==> config.mk <==
export PLATFORM = sky130hd
export DESIGN_NAME = multicycle_control_fsm
export DESIGN_NICKNAME = d
export VERILOG_FILES = /design/src/rtl/multicycle_control_fsm_pkg.sv /design/src/rtl/multicycle_control_fsm_alu_decoder.sv /design/src/rtl/multicycle_control_fsm.sv
export SDC_FILE = /design/constraint.sdc
export NUM_CORES = 1
export LEC_CHECK = 0
export BUFFER_PORTS_ARGS = -buffer_cell sky130_fd_sc_hd__buf_2
export CELL_PAD_IN_SITES_DETAIL_PLACEMENT = 2
export CELL_PAD_IN_SITES_GLOBAL_PLACEMENT = 2
export CORE_MARGIN = 3
export CORE_UTILIZATION = 30
export CTS_CLUSTER_SIZE = 24
export DETAILED_ROUTE_END_ITERATION = 6
export MAX_ROUTING_LAYER = met4
export PLACE_DENSITY = 0.78
export SLEW_MARGIN = 20
export SYNTH_ARGS = -nofsm -noshare
export SYNTH_HDL_FRONTEND = slang
export SYNTH_SLANG_ARGS = --single-unit
==> constraint.sdc <==
create_clock -name clk -period 3 [get_ports clk]
set_input_delay 0.3 -clock clk [delete_from_list [all_inputs] [get_ports clk]]
set_output_delay 0.3 -clock clk [all_outputs]
set_load 0.03 [all_outputs]
==> src/rtl/multicycle_control_fsm_pkg.sv <==
// Shared encodings for the multicycle main controller: states, opcodes, Funct
// codes, ALU controls, datapath select codes and the per-state control word.
package multicycle_control_fsm_pkg;

    typedef enum logic [3:0] {
        S_FETCH   = 4'd0,
        S_DECODE  = 4'd1,
        S_MEMADR  = 4'd2,
        S_MEMRD   = 4'd3,
        S_MEMWB   = 4'd4,
        S_MEMWR   = 4'd5,
        S_RTYPEEX = 4'd6,
        S_RTYPEWB = 4'd7,
        S_BEQEX   = 4'd8,
        S_ADDIEX  = 4'd9,
        S_ADDIWB  = 4'd10,
        S_JEX     = 4'd11,
        S_INWB    = 4'd12,
        S_JALEX   = 4'd13
    } state_t;

    localparam logic [5:0] OP_RTYPE = 6'h00;
    localparam logic [5:0] OP_J     = 6'h02;
    localparam logic [5:0] OP_JAL   = 6'h03;
    localparam logic [5:0] OP_BEQ   = 6'h04;
    localparam logic [5:0] OP_ADDI  = 6'h08;
    localparam logic [5:0] OP_LW    = 6'h23;
    localparam logic [5:0] OP_SW    = 6'h2B;
    localparam logic [5:0] OP_IN    = 6'h3F;

    localparam logic [5:0] FUNCT_ADD = 6'h20;
    localparam logic [5:0] FUNCT_SUB = 6'h22;
    localparam logic [5:0] FUNCT_AND = 6'h24;
    localparam logic [5:0] FUNCT_OR  = 6'h25;
    localparam logic [5:0] FUNCT_SLT = 6'h2A;

    localparam logic [2:0] ALU_IDLE = 3'b000;
    localparam logic [2:0] ALU_AND  = 3'b000;
    localparam logic [2:0] ALU_OR   = 3'b001;
    localparam logic [2:0] ALU_ADD  = 3'b010;
    localparam logic [2:0] ALU_SUB  = 3'b110;
    localparam logic [2:0] ALU_SLT  = 3'b111;

    // ALUOP_NONE is for states that leave the ALU idle (control reads 000).
    typedef enum logic [1:0] {
        ALUOP_NONE  = 2'b00,
        ALUOP_ADD   = 2'b01,
        ALUOP_SUB   = 2'b10,
        ALUOP_FUNCT = 2'b11
    } alu_op_t;

    localparam logic [1:0] PCSRC_ALU    = 2'b00;
    localparam logic [1:0] PCSRC_ALUOUT = 2'b01;
    localparam logic [1:0] PCSRC_JUMP   = 2'b10;

    localparam logic [1:0] SRCB_B       = 2'b00;
    localparam logic [1:0] SRCB_FOUR    = 2'b01;
    localparam logic [1:0] SRCB_IMM     = 2'b10;
    localparam logic [1:0] SRCB_IMM_SH2 = 2'b11;

    localparam logic [1:0] REGDST_RT = 2'b00;
    localparam logic [1:0] REGDST_RD = 2'b01;
    localparam logic [1:0] REGDST_RA = 2'b10;

    localparam logic [1:0] GPIO_SEL_MEM = 2'b00;
    localparam logic [1:0] GPIO_SEL_IN  = 2'b01;

    typedef struct packed {
        logic       pc_write;
        logic       branch;
        logic [1:0] pc_src;
        logic       reg_write;
        logic       iord;
        logic       mem_write;
        logic       ir_write;
        logic [1:0] reg_dst;
        logic       mem_to_reg;
        logic       alu_src_a;
        logic [1:0] gpio_sel;
        logic [1:0] alu_src_b;
        logic [2:0] alu_control;
    } ctrl_t;

    // Moore control word for a state; alu_control is filled in by the ALU decoder.
    function automatic ctrl_t state_ctrl(input state_t s);
        ctrl_t c;
        c = '0;
        case (s)
            S_FETCH: begin
                c.ir_write  = 1'b1;
                c.pc_write  = 1'b1;
                c.alu_src_b = SRCB_FOUR;
                c.pc_src    = PCSRC_ALU;
            end
            S_DECODE:  c.alu_src_b = SRCB_IMM_SH2;
            S_MEMADR: begin
                c.alu_src_a = 1'b1;
                c.alu_src_b = SRCB_IMM;
            end
            S_MEMRD:   c.iord = 1'b1;
            S_MEMWB: begin
                c.reg_dst    = REGDST_RT;
                c.mem_to_reg = 1'b1;
                c.gpio_sel   = GPIO_SEL_MEM;
                c.reg_write  = 1'b1;
            end
            S_MEMWR: begin
                c.iord      = 1'b1;
                c.mem_write = 1'b1;
            end
            S_RTYPEEX: begin
                c.alu_src_a = 1'b1;
                c.alu_src_b = SRCB_B;
            end
            S_RTYPEWB: begin
                c.reg_dst   = REGDST_RD;
                c.reg_write = 1'b1;
            end
            S_BEQEX: begin
                c.alu_src_a = 1'b1;
                c.alu_src_b = SRCB_B;
                c.pc_src    = PCSRC_ALUOUT;
                c.branch    = 1'b1;
            end
            S_ADDIEX: begin
                c.alu_src_a = 1'b1;
                c.alu_src_b = SRCB_IMM;
            end
            S_ADDIWB: begin
                c.reg_dst   = REGDST_RT;
                c.reg_write = 1'b1;
            end
            S_JEX: begin
                c.pc_src   = PCSRC_JUMP;
                c.pc_write = 1'b1;
            end
            S_JALEX: begin
                c.pc_src    = PCSRC_JUMP;
                c.pc_write  = 1'b1;
                c.reg_dst   = REGDST_RA;
                c.reg_write = 1'b1;
            end
            S_INWB: begin
                c.reg_dst    = REGDST_RT;
                c.mem_to_reg = 1'b1;
                c.gpio_sel   = GPIO_SEL_IN;
                c.reg_write  = 1'b1;
            end
            default: c = '0;
        endcase
        return c;
    endfunction

    function automatic alu_op_t state_alu_op(input state_t s);
        case (s)
            S_FETCH, S_DECODE, S_MEMADR, S_ADDIEX: return ALUOP_ADD;
            S_BEQEX:                               return ALUOP_SUB;
            S_RTYPEEX:                             return ALUOP_FUNCT;
            default:                               return ALUOP_NONE;
        endcase
    endfunction

endpackage

==> src/rtl/multicycle_control_fsm_alu_decoder.sv <==
// ALU decoder: maps the controller's ALUOp and the R-type Funct field to an
// ALUControl code, flagging Funct values the datapath does not implement.
module multicycle_control_fsm_alu_decoder
    import multicycle_control_fsm_pkg::*;
(
    input  alu_op_t    alu_op,
    input  logic [5:0] funct,
    output logic [2:0] alu_control,
    output logic       funct_bad
);

    always_comb begin
        // NOTE: every output gets a default before the case so no path leaves
        // it unassigned; a missing default here would infer a latch.
        alu_control = ALU_IDLE;
        funct_bad   = 1'b0;
        case (alu_op)
            ALUOP_ADD: alu_control = ALU_ADD;
            ALUOP_SUB: alu_control = ALU_SUB;
            ALUOP_FUNCT: begin
                case (funct)
                    FUNCT_ADD: alu_control = ALU_ADD;
                    FUNCT_SUB: alu_control = ALU_SUB;
                    FUNCT_AND: alu_control = ALU_AND;
                    FUNCT_OR:  alu_control = ALU_OR;
                    FUNCT_SLT: alu_control = ALU_SLT;
                    default: begin
                        alu_control = ALU_ADD;
                        funct_bad   = 1'b1;
                    end
                endcase
            end
            default: alu_control = ALU_IDLE;
        endcase
    end

endmodule

==> src/rtl/multicycle_control_fsm.sv <==
// Moore main controller for the 32-bit multicycle datapath. The control word
// for the next state is registered with the state; reset masks every output.
module multicycle_control_fsm
    import multicycle_control_fsm_pkg::*;
#(
    parameter int unsigned GPIO_IN_EN = 1
) (
    input  logic       clk,
    input  logic       reset,
    input  logic [5:0] Op,
    input  logic [5:0] Funct,
    input  logic       Zero,
    output logic       PCWrite,
    output logic [1:0] PCSrc,
    output logic       RegWrite,
    output logic       IorD,
    output logic       MemWrite,
    output logic       IRWrite,
    output logic [1:0] RegDst,
    output logic       MemtoReg,
    output logic       ALUSrcA,
    output logic [1:0] gpio_i,
    output logic [1:0] ALUSrcB,
    output logic [2:0] ALUControl,
    output logic [3:0] state_o
);

    state_t     state;
    state_t     next_state;
    ctrl_t      ctrl_q;
    ctrl_t      nxt_ctrl;
    alu_op_t    nxt_alu_op;
    logic [2:0] nxt_alu_control;
    logic       nxt_funct_bad;
    logic       funct_bad_q;
    logic       is_sw_q;

    always_comb begin
        next_state = S_FETCH;
        case (state)
            S_FETCH: next_state = S_DECODE;
            S_DECODE: begin
                case (Op)
                    OP_LW, OP_SW: next_state = S_MEMADR;
                    OP_RTYPE:     next_state = S_RTYPEEX;
                    OP_BEQ:       next_state = S_BEQEX;
                    OP_ADDI:      next_state = S_ADDIEX;
                    OP_J:         next_state = S_JEX;
                    OP_JAL:       next_state = S_JALEX;
                    OP_IN:        next_state = (GPIO_IN_EN != 0) ? S_INWB : S_FETCH;
                    default:      next_state = S_FETCH;
                endcase
            end
            S_MEMADR:  next_state = is_sw_q ? S_MEMWR : S_MEMRD;
            S_MEMRD:   next_state = S_MEMWB;
            S_RTYPEEX: next_state = S_RTYPEWB;
            S_ADDIEX:  next_state = S_ADDIWB;
            default:   next_state = S_FETCH;
        endcase
    end

    assign nxt_alu_op = state_alu_op(next_state);

    multicycle_control_fsm_alu_decoder u_alu_decoder (
        .alu_op      (nxt_alu_op),
        .funct       (Funct),
        .alu_control (nxt_alu_control),
        .funct_bad   (nxt_funct_bad)
    );

    // An unsupported Funct seen on entry to RTYPEEX cancels the RTYPEWB write.
    always_comb begin
        nxt_ctrl             = state_ctrl(next_state);
        nxt_ctrl.alu_control = nxt_alu_control;
        if (next_state == S_RTYPEWB && funct_bad_q) begin
            nxt_ctrl.reg_write = 1'b0;
        end
    end

    always_ff @(posedge clk or negedge reset) begin
        if (!reset) begin
            // NOTE: state uses non-blocking assignments so every register in
            // this block sees the pre-edge values, independent of statement order.
            state                <= S_FETCH;
            ctrl_q               <= state_ctrl(S_FETCH);
            ctrl_q.alu_control   <= ALU_ADD;
            funct_bad_q          <= 1'b0;
            is_sw_q              <= 1'b0;
        end else begin
            state  <= next_state;
            ctrl_q <= nxt_ctrl;
            if (state == S_DECODE) begin
                is_sw_q <= (Op == OP_SW);
            end
            if (next_state == S_RTYPEEX) begin
                funct_bad_q <= nxt_funct_bad;
            end
        end
    end

    // Branch-taken is the only combinational term: Zero is live during BEQEX.
    assign PCWrite    = reset & (ctrl_q.pc_write | (ctrl_q.branch & Zero));
    assign PCSrc      = reset ? ctrl_q.pc_src      : 2'b00;
    assign RegWrite   = reset & ctrl_q.reg_write;
    assign IorD       = reset & ctrl_q.iord;
    assign MemWrite   = reset & ctrl_q.mem_write;
    assign IRWrite    = reset & ctrl_q.ir_write;
    assign RegDst     = reset ? ctrl_q.reg_dst     : 2'b00;
    assign MemtoReg   = reset & ctrl_q.mem_to_reg;
    assign ALUSrcA    = reset & ctrl_q.alu_src_a;
    assign gpio_i     = reset ? ctrl_q.gpio_sel    : 2'b00;
    assign ALUSrcB    = reset ? ctrl_q.alu_src_b   : 2'b00;
    assign ALUControl = reset ? ctrl_q.alu_control : 3'b000;
    assign state_o    = state;

endmodule

==> results by group, run 1 <==
Status
  • Outcome: finished, final reports clean

CTS
  • Worst-path clk slew: 0.09 ns
  • Clock insertion delay at the later pin of the skew report: 0.27 ns
  • CTS tree: yes
  • Setup bufs post-CTS: 0
  • Clock Path Buffers: 2
  • Clock Sinks: 23
  • Post-CTS Hold Buffers: 0
  • CTS buffer count: 3
  • Resized cells post-CTS: 0
  • Htree depth: 1
  • Clock Tree Root: clkbuf_8

Worst setup path
  • Worst Path Required: 3.14 ns
  • Crit-path leading delay family: simple AND/OR/NAND/NOR gates
  • R2r endpoint: ctrl_q[4]$_DFF_PN0_
  • CP endpoint kind: register
  • FF-to-FF setup slack: 0.86 ns
  • R2R Path Start: state_o[1]$_DFF_PN0_
  • Crit Path Max Fanout: 11
  • Startpoint types: register
  • Crit path kind: register to register
  • Largest stage delay on the critical path: 0.51 ns
  • CP Data Arrival Time: 2.28 ns
  • Reg2Reg Depth: 6
  • Worst path cell trace: or3b_4 > a2111oi_4 > nor2_1 > inv_1 > a2bb2oi_1 > o21ai_0
  • Slowest CP cell: dfrtp_1
  • Worst Path Buf+Inv: 1

Power and ir drop
  • Clock share of power: 14.9%
  • Leak Pwr: 0.0007740 uW
  • Max VDD drop: around 0.26 mV
  • Seq pwr share: between 30% and 40%
  • Switching power: 609.3 uW
  • Switching fraction of total power: between 40 and 50%
  • Combinational Power Share: roughly half
  • Int Pwr: 722.4 uW
  • Pwr dens: 859.7 nW/um^2

Drt
  • DR DRC count: 0
  • Drt total wl: ~3.7 mm
  • DR vias: 1152
  • Routed metal-1 wire length: roughly 1.6 mm
  • Drt wl/cell: 17.01 um
  • DRT Pass-1 Iters: 4
  • Wire length on met3: 125 um
  • Detail Route Antenna Nets: 0
  • DR top layer: met4
  • Met2 wire length: 1.962 mm
  • Avg Vias per Cell: 5.236
  • DRT iter0 DRCs: between 40 and 50

Layout
  • ANT cells: 0
  • Multi-input logic area: about 660 um^2
  • Ratio of cells with drive above 1 in the final layout: 29.41%
  • Fill cells: 474
  • Synth-to-layout area growth: 19.50%
  • Final core occ: 37.91%
  • Nets: ~190
  • Register area: between 500 and 600 um^2

Yosys
  • Synthesis Warnings: 0
  • #FFs+latches synth: 23
  • Mapped cell area: between 1000 and 1500 um^2
  • Synth cell types: 45
  • Post-synthesis sequential area ratio: ~45%
  • Largest area contributor in the netlist: dfrtp_1
  • Synthesized area per cell: 9.462 um^2
  • Mapped Cells: between 100 and 150
  • Syn Nets: approximately 150
  • Post-synth top area share: 36.68%
  • Post-synth EDFFs: 0
  • Synth top area cells: dfrtp_1 37%, and2_1 8.2%, dfstp_2 8.1%, nor2_1 4.1%, a21oi_1 2.3%
  • Async set or reset register ratio after synthesis: 100.0%
  • Leading register cell type out of synthesis: dfrtp_1

Min path
  • HP Class: primary input to async pin

STA
  • Max Clk Rate: 466.9 MHz
  • Unrepaired setup endpoints after global routing: false
  • Final Hold Fails: 0
  • Clock Skew: around 0.0053 ns
  • Worst slew margin: about 55%
  • Final Worst Setup Slack: about 0.86 ns
  • Period Utilization, post-route: 71.40%
  • Slew @ Worst Pin: 0.6743 ns
  • Pins Over Slew Limit: 0
  • Final Setup Violations: 0
  • Tmin final: 2.142 ns
  • Setup TNS Final: 0 ns

Placed design
  • DPL Wire Length: 2.885 mm
  • Setup WS pre-CTS: around 0.88 ns
  • Number of I/O port buffers: 35
  • Routability cong.: about 0.85

Global routing
  • Total gr overflow: 0
  • Vias in the first global route: 1288
  • First-pass GRT wire length: 6.410 mm
  • Initial antenna violation count: 0
  • Global-route usage over all layers: 16.43%
  • Largest net degree at the start of global routing: just over 40

Floorplan
  • Core box area: 4086 um^2
  • Top Ports: 37
  • Die H: 71.73 um
  • FP Rows: 23
  • Starting density of the core: about a third
  • Die X: 71.73 um
  • Die ar.: 5145 um^2

Flow run
  • # Max-Cap Violations: 0
-- logic make-up (layout without fill, tap and decap cells) --
family	after synthesis	in the layout	share of synthesized area, %
AND/OR/NAND/NOR	67	67	29.15
AO/OA/AOI/OAI	29	29	18.05
flip-flops	23	23	44.79
buffers and inverters	13	46	4.440
XOR/XNOR	2	2	1.352
multiplexers	2	2	1.930
other	1	1	0.2893
-- layer usage --
layer	GRT usage [%]	up-vias
li1	-	546
met1	19.72	579
met2	28.37	23
met3	3.226	4
met4	3.758	0
met5	-	-
-- flip-flops by register name, summed over array words and instances, names as in the netlist --
name	cells
ctrl_q	17
funct_bad_q	1
is_sw_q	1
state_o	4
-- layout by cell type (no fill, tap or decap), types with 2 or more instances in the layout --
cell / netlist / routed
clkbuf_8: 0 / 3
nor3b_1: 4 / 4
dfstp_2: 4 / 4
a22o_1: 2 / 2
o22ai_1: 2 / 2
a21oi_1: 6 / 6
and2_1: 17 / 17
inv_1: 7 / 7
nand4_1: 2 / 2
nor2b_1: 4 / 4
nor2_1: 14 / 14
nor3_1: 3 / 3
or3_1: 2 / 2
nor4_1: 2 / 2
dfrtp_1: 19 / 19
o21ai_0: 6 / 6
nand2_1: 8 / 8
nand2b_1: 2 / 2
nand3_1: 3 / 3
buf_2: 0 / 35
-- power by group through the flow --
stage / clock network, uW / registers (uW) / logic [uW]
after floorplan: 0 / 491 / 446
after global placement: 0 / 496 / 613
after detailed placement: 0 / 500 / 633
after CTS: 204 / 494 / 648
after global routing: 218 / 506 / 710
final: 199 / 492 / 640
-- area by class of cell --
class	instances	area share, %
clock inverters	1	0.3231
flip-flops and latches	23	37.48
inverters	7	1.696
well taps	50	4.039
clock buffers	3	2.666
repair buffers	35	11.31
multi-input cells	101	42.49
-- synthesized netlist by cell type (all sizes together), types with 2 or more instances --
master and count:
o211a 2, nor2 14, clkbuf 4, inv 7, a22o 2, and2 17, dfstp 4, nand2b 2
or3 2, a21oi 6, o21ai 6, nand3 4, buf 2, dfrtp 19, nand4 2, and4 2
nor3 3, o22ai 2, nand2 8, nor2b 4, nor4 2, nor3b 4
-- through the flow --
stage               area, um^2  total power [uW]  hold WS, ns  std cells
floorplan                 1296             937.2     0.004409        137
finish                    1549              1332      0.05647        220
detailed placement        1503              1133       0.3697        216
CTS                       1549              1347      0.07129        220
global route              1549              1434       0.1059        220
global placement          1503              1109       0.3525        216
-- worst max-delay path by stage --
stage	from	to	slack [ns]	depth (start not counted)
2_1_floorplan	state_o[1]$_DFF_PN0_	funct_bad_q$_DFFE_PN0P_	0.82	6
3_3_place_gp	state_o[1]$_DFF_PN0_	funct_bad_q$_DFFE_PN0P_	0.91	5
3_5_place_dp	state_o[1]$_DFF_PN0_	funct_bad_q$_DFFE_PN0P_	0.88	5
4_1_cts	state_o[1]$_DFF_PN0_	ctrl_q[4]$_DFF_PN0_	0.84	6
5_1_grt	state_o[1]$_DFF_PN0_	ctrl_q[4]$_DFF_PN0_	0.67	6
6_report	state_o[1]$_DFF_PN0_	ctrl_q[4]$_DFF_PN0_	0.86	6
Note: power is estimated with default switching activity, not from simulation.
==> run 2: changes to the inputs <==
Clock period 3 ns to 2.11 ns, I/O delays scaled along.
==> run 2 against run 1 <==
  * Global-route usage up 0.23 points
  * Final cell count up 2.7%
  * Fmax up 8.6%
  * Clock-buffer cell count unchanged
  * Total power up 47%
  * Flip-flop and latch count unchanged
  * Largest cell class unchanged
  * Critical path type unchanged
  * Hold slack better by 0.18 ns
  * Non-clock buffer count up 6
==> results by group, run 2 (same netlist as run 1, synthesis figures left out) <==
Status
  • Outcome: finished, final reports clean

Worst setup path
  • Crit Path Max Fanout: 5
  • FF-to-FF setup slack: around 0.14 ns
  • CP Data Arrival Time: 2.13 ns
  • CP endpoint kind: register
  • Startpoint types: register
  • Worst Path Required: 2.26 ns
  • Reg2Reg Depth: 6
  • R2r endpoint: funct_bad_q$_DFFE_PN0P_
  • Crit path kind: register to register
  • R2R Path Start: state_o[0]$_DFF_PN0_

Global routing
  • Grt met1 use: between 20 and 25%
  • Busiest layer in global routing: met2
  • Vias in the first global route: ~1300
  • Total gr overflow: 0
  • Largest net degree at the start of global routing: 37
  • First-pass GRT wire length: 6.492 mm
  • Met3 Use GR: 2.244%
  • Initial antenna violation count: 0
  • Global-route usage over all layers: 16.66%
  • Met2 usage in global routing: 26.84%

Floorplan
  • Top Ports: 37
  • Starting density of the core: 31.72%
  • FP Rows: 23
  • Die X: between 70 and 80 um
  • Die H: approximately 72 um
  • Die ar.: 5145 um^2
  • Core box area: 4086 um^2

Layout
  • Leading cell type in the layout, fill and taps excluded: buf_2
  • Fill cells: 473
  • Ratio of cells with drive above 1 in the final layout: 32.95%
  • ANT cells: 0
  • Most frequent cells in the layout: 35 x buf_2, 17 x and2_1, 17 x dfrtp_1
  • Nets: 192
  • Max reg flops: 17
  • Reg with most FFs: ctrl_q
  • Synth-to-layout area growth: 23.55%

STA
  • Tmin final: 1.973 ns
  • Pins Over Slew Limit: 0
  • Clock Skew: about 0.0051 ns
  • Period Utilization, post-route: approximately 94%
  • Slew @ Worst Pin: 0.5933 ns
  • Setup TNS Final: 0 ns
  • Worst slew margin: 60.44%
  • Final Setup Violations: 0
  • Unrepaired setup endpoints after global routing: false
  • Final Hold Fails: 0
  • Final Worst Setup Slack: 0.1371 ns
  • Max Clk Rate: 506.9 MHz

Drt
  • Drt wl/cell: 16.86 um
  • DRT iter0 DRCs: 33
  • Avg Vias per Cell: 5.261
  • DR vias: 1189
  • Detail Route Antenna Nets: 0
  • Drt total wl: 3.810 mm
  • DR DRC count: 0
  • DRT Pass-1 Iters: 4

Min path
  • HP Start: Op[3]
  • Hold Crit Depth: 3
  • Hold EP: is_sw_q$_DFFE_PN0P_
  • HP Class: primary input to register

Power and ir drop
  • Pwr dens: 1224 nW/um^2
  • Leak Pwr: between 0.0008 and 0.0009 uW
  • Max VDD drop: 0.3140 mV

Placed design
  • Number of I/O port buffers: 35
  • DPL Wire Length: about 3 mm
  • Routability cong.: 0.9324
  • Setup WS pre-CTS: 0.08578 ns

CTS
  • Clock Tree Root: clkbuf_8
  • Clock insertion delay at the later pin of the skew report: 0.27 ns
  • Clock Path Buffers: 2
  • Clock Sinks: 23
  • Worst-path clk slew: 0.09 ns
  • Htree depth: 1
  • CTS tree: yes
  • CTS buffer count: 3

Flow run
  • # Max-Cap Violations: 0
run 2: cell types whose count changed in the layout (fill, tap and decap cells not counted), sizes merged:
| cell | previous run | this run |
|---|---|---|
| buf | 35 | 40 |
| dlygate4sd3 | 0 | 1 |
run 2: through the flow:
stage	total power, uW	util, %	std cells	hold WS (ns)	instance area (um^2)
floorplan	1334	-	137	-0.08459	1299
global placement	1634	37.75	221	0.2333	1543
detailed placement	1685	37.75	221	0.2524	1543
CTS	1973	39.13	226	0.2400	1599
global route	2109	39.19	226	0.2460	1602
finish	1961	39.19	226	0.2405	1602
run 2: final cells by class:
type / instances / area, um^2 / area share (%)
clock buffers: 3 / 41.29 / 2.578
clock inverters: 1 / 5.005 / 0.3125
inverters: 7 / 26.28 / 1.641
multi-input cells: 101 / 660.6 / 41.25
flip-flops and latches: 23 / 583.1 / 36.41
well taps: 50 / 62.56 / 3.906
repair buffers: 41 / 222.7 / 13.91
run 2: where the power goes:
group          leakage [uW]  switching, uW  internal (uW)
Clock             0.0000255            150            132
Combinational      0.000480            654            348
Sequential         0.000296           87.6            589
Total              0.000802            892           1070
run 2: worst max path at each step:
| stage | start | to | depth (start not counted) |
|---|---|---|---|
| finish | state_o[0]$_DFF_PN0_ | funct_bad_q$_DFFE_PN0P_ | 6 |
| global route | state_o[0]$_DFF_PN0_ | funct_bad_q$_DFFE_PN0P_ | 6 |
| CTS | state_o[1]$_DFF_PN0_ | ctrl_q[4]$_DFF_PN0_ | 6 |
| detailed placement | Op[0] | ctrl_q[4]$_DFF_PN0_ | 7 |
| global placement | Op[2] | funct_bad_q$_DFFE_PN0P_ | 6 |
| floorplan | state_o[1]$_DFF_PN0_ | funct_bad_q$_DFFE_PN0P_ | 6 |
run 2: critical path, cell delays in order (launching register included):
cell,delay [ns]
dfrtp_1,0.44
buf_4,0.17
nor3b_1,0.32
a22o_1,0.31
o211a_4,0.24
nand3_2,0.09
mux2_4,0.30
run 2: metal layers:
metal  up-vias  wire [um]
li1        561          -
met1       599       1695
met2        25       1944
met3         4        131
met4         0         39
met5         -          0
run 2: timing repair:
item / 4_1_cts / 5_1_grt
endpoints found under the setup margin: 0 / 4
buffers inserted: 0 / 0
endpoints found under the hold margin: 16 / 0
resized for setup: 0 / 1
hold buffers: 1 / 0
==> run 3: changes to the inputs <==
Settings changed: CORE_UTILIZATION 30 to 27, PLACE_DENSITY 0.78 to 0.75.
Clock period 2.11 ns to 1.65 ns, I/O delays scaled along.
==> run 3 against run 2 <==
  * The run now ends with setup timing left
  * Setup slack lost 0.42 ns
  * Core utilization grew 7.4 points
  * Global-route usage grew 4.8 points
  * Clock power grew 28%
  * Register-to-register slack lost 0.42 ns
  * Final cell count grew 16%
  * Sequential power grew 26%
  * Critical path depth is the same
  * Combinational power grew 150%
  * Non-clock buffer count grew 34
  * Total power grew 87%
==> results by group, run 3 (same netlist as run 1, synthesis figures left out) <==
Status
  • Outcome: finished with violations
  • Failing checks: setup timing

STA
  • Final Setup Violations: 15
  • Max Clk Rate: 517.0 MHz
  • Slew @ Worst Pin: 0.6941 ns
  • Unrepaired setup endpoints after global routing: true
  • Worst slew margin: 53.24%
  • Pins Over Slew Limit: 0
  • Final Worst Setup Slack: -0.2844 ns
  • Setup TNS Final: -2.395 ns
  • Clock Skew: 0.002239 ns
  • Tmin final: 1.934 ns
  • Final Hold Fails: 0
  • Period Utilization, post-route: 117.2%
  • Hold WS: 0.02597 ns

Global routing
  • Vias in the first global route: 1568
  • Largest net degree at the start of global routing: 23
  • Total gr overflow: 0
  • First-pass GRT wire length: 8.735 mm
  • Global-route usage over all layers: 21.47%
  • Initial antenna violation count: 0

Worst setup path
  • CP endpoint kind: register
  • CP Data Arrival Time: between 2 and 2.5 ns
  • Crit path kind: register to register
  • R2r endpoint: ctrl_q[4]$_DFF_PN0_
  • Slowest CP cell: or3b_4
  • Worst Path Required: 1.85 ns
  • Reg2Reg Depth: 6
  • Startpoint types: register
  • Worst path cell trace: or3b_4 > buf_4 > buf_6 > or3_4 > a2bb2oi_4 > o21ai_2
  • R2R Path Start: state_o[1]$_DFF_PN0_
  • Largest stage delay on the critical path: 0.44 ns
  • Crit Path Max Fanout: 4
  • FF-to-FF setup slack: -0.28 ns

Layout
  • ANT cells: 0
  • Most frequent cells in the layout: 35 x buf_2, 28 x buf_4, 17 x and2_1
  • Register area: 584.3 um^2
  • Nets: between 200 and 250
  • Reg with most FFs: ctrl_q
  • Ratio of cells with drive above 1 in the final layout: 57.62%
  • Multi-input logic area: 857.1 um^2
  • Synth-to-layout area growth: 62.07%
  • Fill cells: 473
  • Max reg flops: 17
  • Final core occ: 46.64%
  • Leading cell type in the layout, fill and taps excluded: buf_2

Placed design
  • Number of I/O port buffers: 35
  • DPL Wire Length: 3.568 mm
  • Setup WS pre-CTS: -0.2265 ns
  • Routability cong.: between 0.9 and 1

Power and ir drop
  • Pwr dens: between 1500 and 2000 nW/um^2
  • Max VDD drop: between 0.4 and 0.5 mV
  • Leak Pwr: 0.001024 uW

Min path
  • HP Class: primary input to async pin

CTS
  • Htree depth: 1
  • Clock Tree Root: clkbuf_8
  • Clock Path Buffers: 2
  • CTS tree: yes
  • CTS buffer count: 3
  • Worst-path clk slew: 0.08 ns
  • Clock insertion delay at the later pin of the skew report: 0.27 ns
  • Clock Sinks: 23

Floorplan
  • Die X: 75.29 um
  • Starting density of the core: 28.78%
  • FP Rows: 24
  • Die ar.: about 5700 um^2
  • Top Ports: 37
  • Core box area: 4504 um^2
  • Die H: about 75 um

Drt
  • DRT iter0 DRCs: 64
  • Drt total wl: about 5.9 mm
  • Avg Vias per Cell: 5.244
  • DRT Pass-1 Iters: 4
  • Detail Route Antenna Nets: 0
  • DR vias: 1374
  • DR DRC count: 0
  • Drt wl/cell: 22.53 um

Flow run
  • # Max-Cap Violations: 0
[run 3: cell types whose count changed in the layout (fill, tap and decap cells not counted), sizes merged]
cell,previous run,this run
buf,40,74
[run 3: worst max-delay path, delay by kind of cell (launching register included)]
kind | cells | cell delay, ns
and+or+nand+nor | 2 | 0.84
buffers and inverters | 2 | 0.27
AOI/OAI and AO/OA | 2 | 0.31
DFF | 1 | 0.43
[run 3: layout make-up]
cell class	count	share of cell area (%)
clock buffers	3	1.965
clock inverters	1	0.2382
inverters	7	1.370
multi-input cells	101	40.80
flip-flops and latches	23	27.81
well taps	52	3.097
repair buffers	75	24.72
[run 3: layer usage]
metal,GRT usage (%),vias up,share of wire (%)
met5,-,-,0
met4,2.913,0,0.61
met3,1.583,5,3.2
met2,40.56,46,55
met1,25.35,694,41
li1,-,629,-
[run 3: worst max-delay path by stage]
stage	from	endpoint	slack, ns
detailed placement	state_o[1]$_DFF_PN0_	ctrl_q[4]$_DFF_PN0_	-0.23
global placement	Op[0]	ctrl_q[1]$_DFF_PN1_	-0.19
CTS	state_o[1]$_DFF_PN0_	ctrl_q[4]$_DFF_PN0_	-0.19
global route	state_o[1]$_DFF_PN0_	ctrl_q[1]$_DFF_PN1_	-0.31
finish	state_o[1]$_DFF_PN0_	ctrl_q[4]$_DFF_PN0_	-0.28
floorplan	state_o[1]$_DFF_PN0_	funct_bad_q$_DFFE_PN0P_	-0.32
[run 3: power breakdown]
part | switching, uW | internal (uW) | leakage (uW) | total, uW
registers | 94.2 | 757 | 0.000295 | 851
clock network | 193 | 169 | 0.0000255 | 362
logic | 1370 | 1090 | 0.000704 | 2460
total | 1660 | 2020 | 0.00102 | 3680
[run 3: timing repair]
item	CTS	global route
setup buffers	3	5
hold buffers	1	0
cloned	0	0
hold endpoints to repair	12	0
endpoints found under the setup margin	16	16
pin swaps	4	9
resized for setup	18	39
[run 3: per-stage QoR]
stage,total power [uW],area [um^2],cells
6_report,3677,2101,262
5_1_grt,3870,2101,262
3_3_place_gp,2325,1742,249
2_1_floorplan,1732,1314,137
3_5_place_dp,2418,1742,249
4_1_cts,3101,1917,257
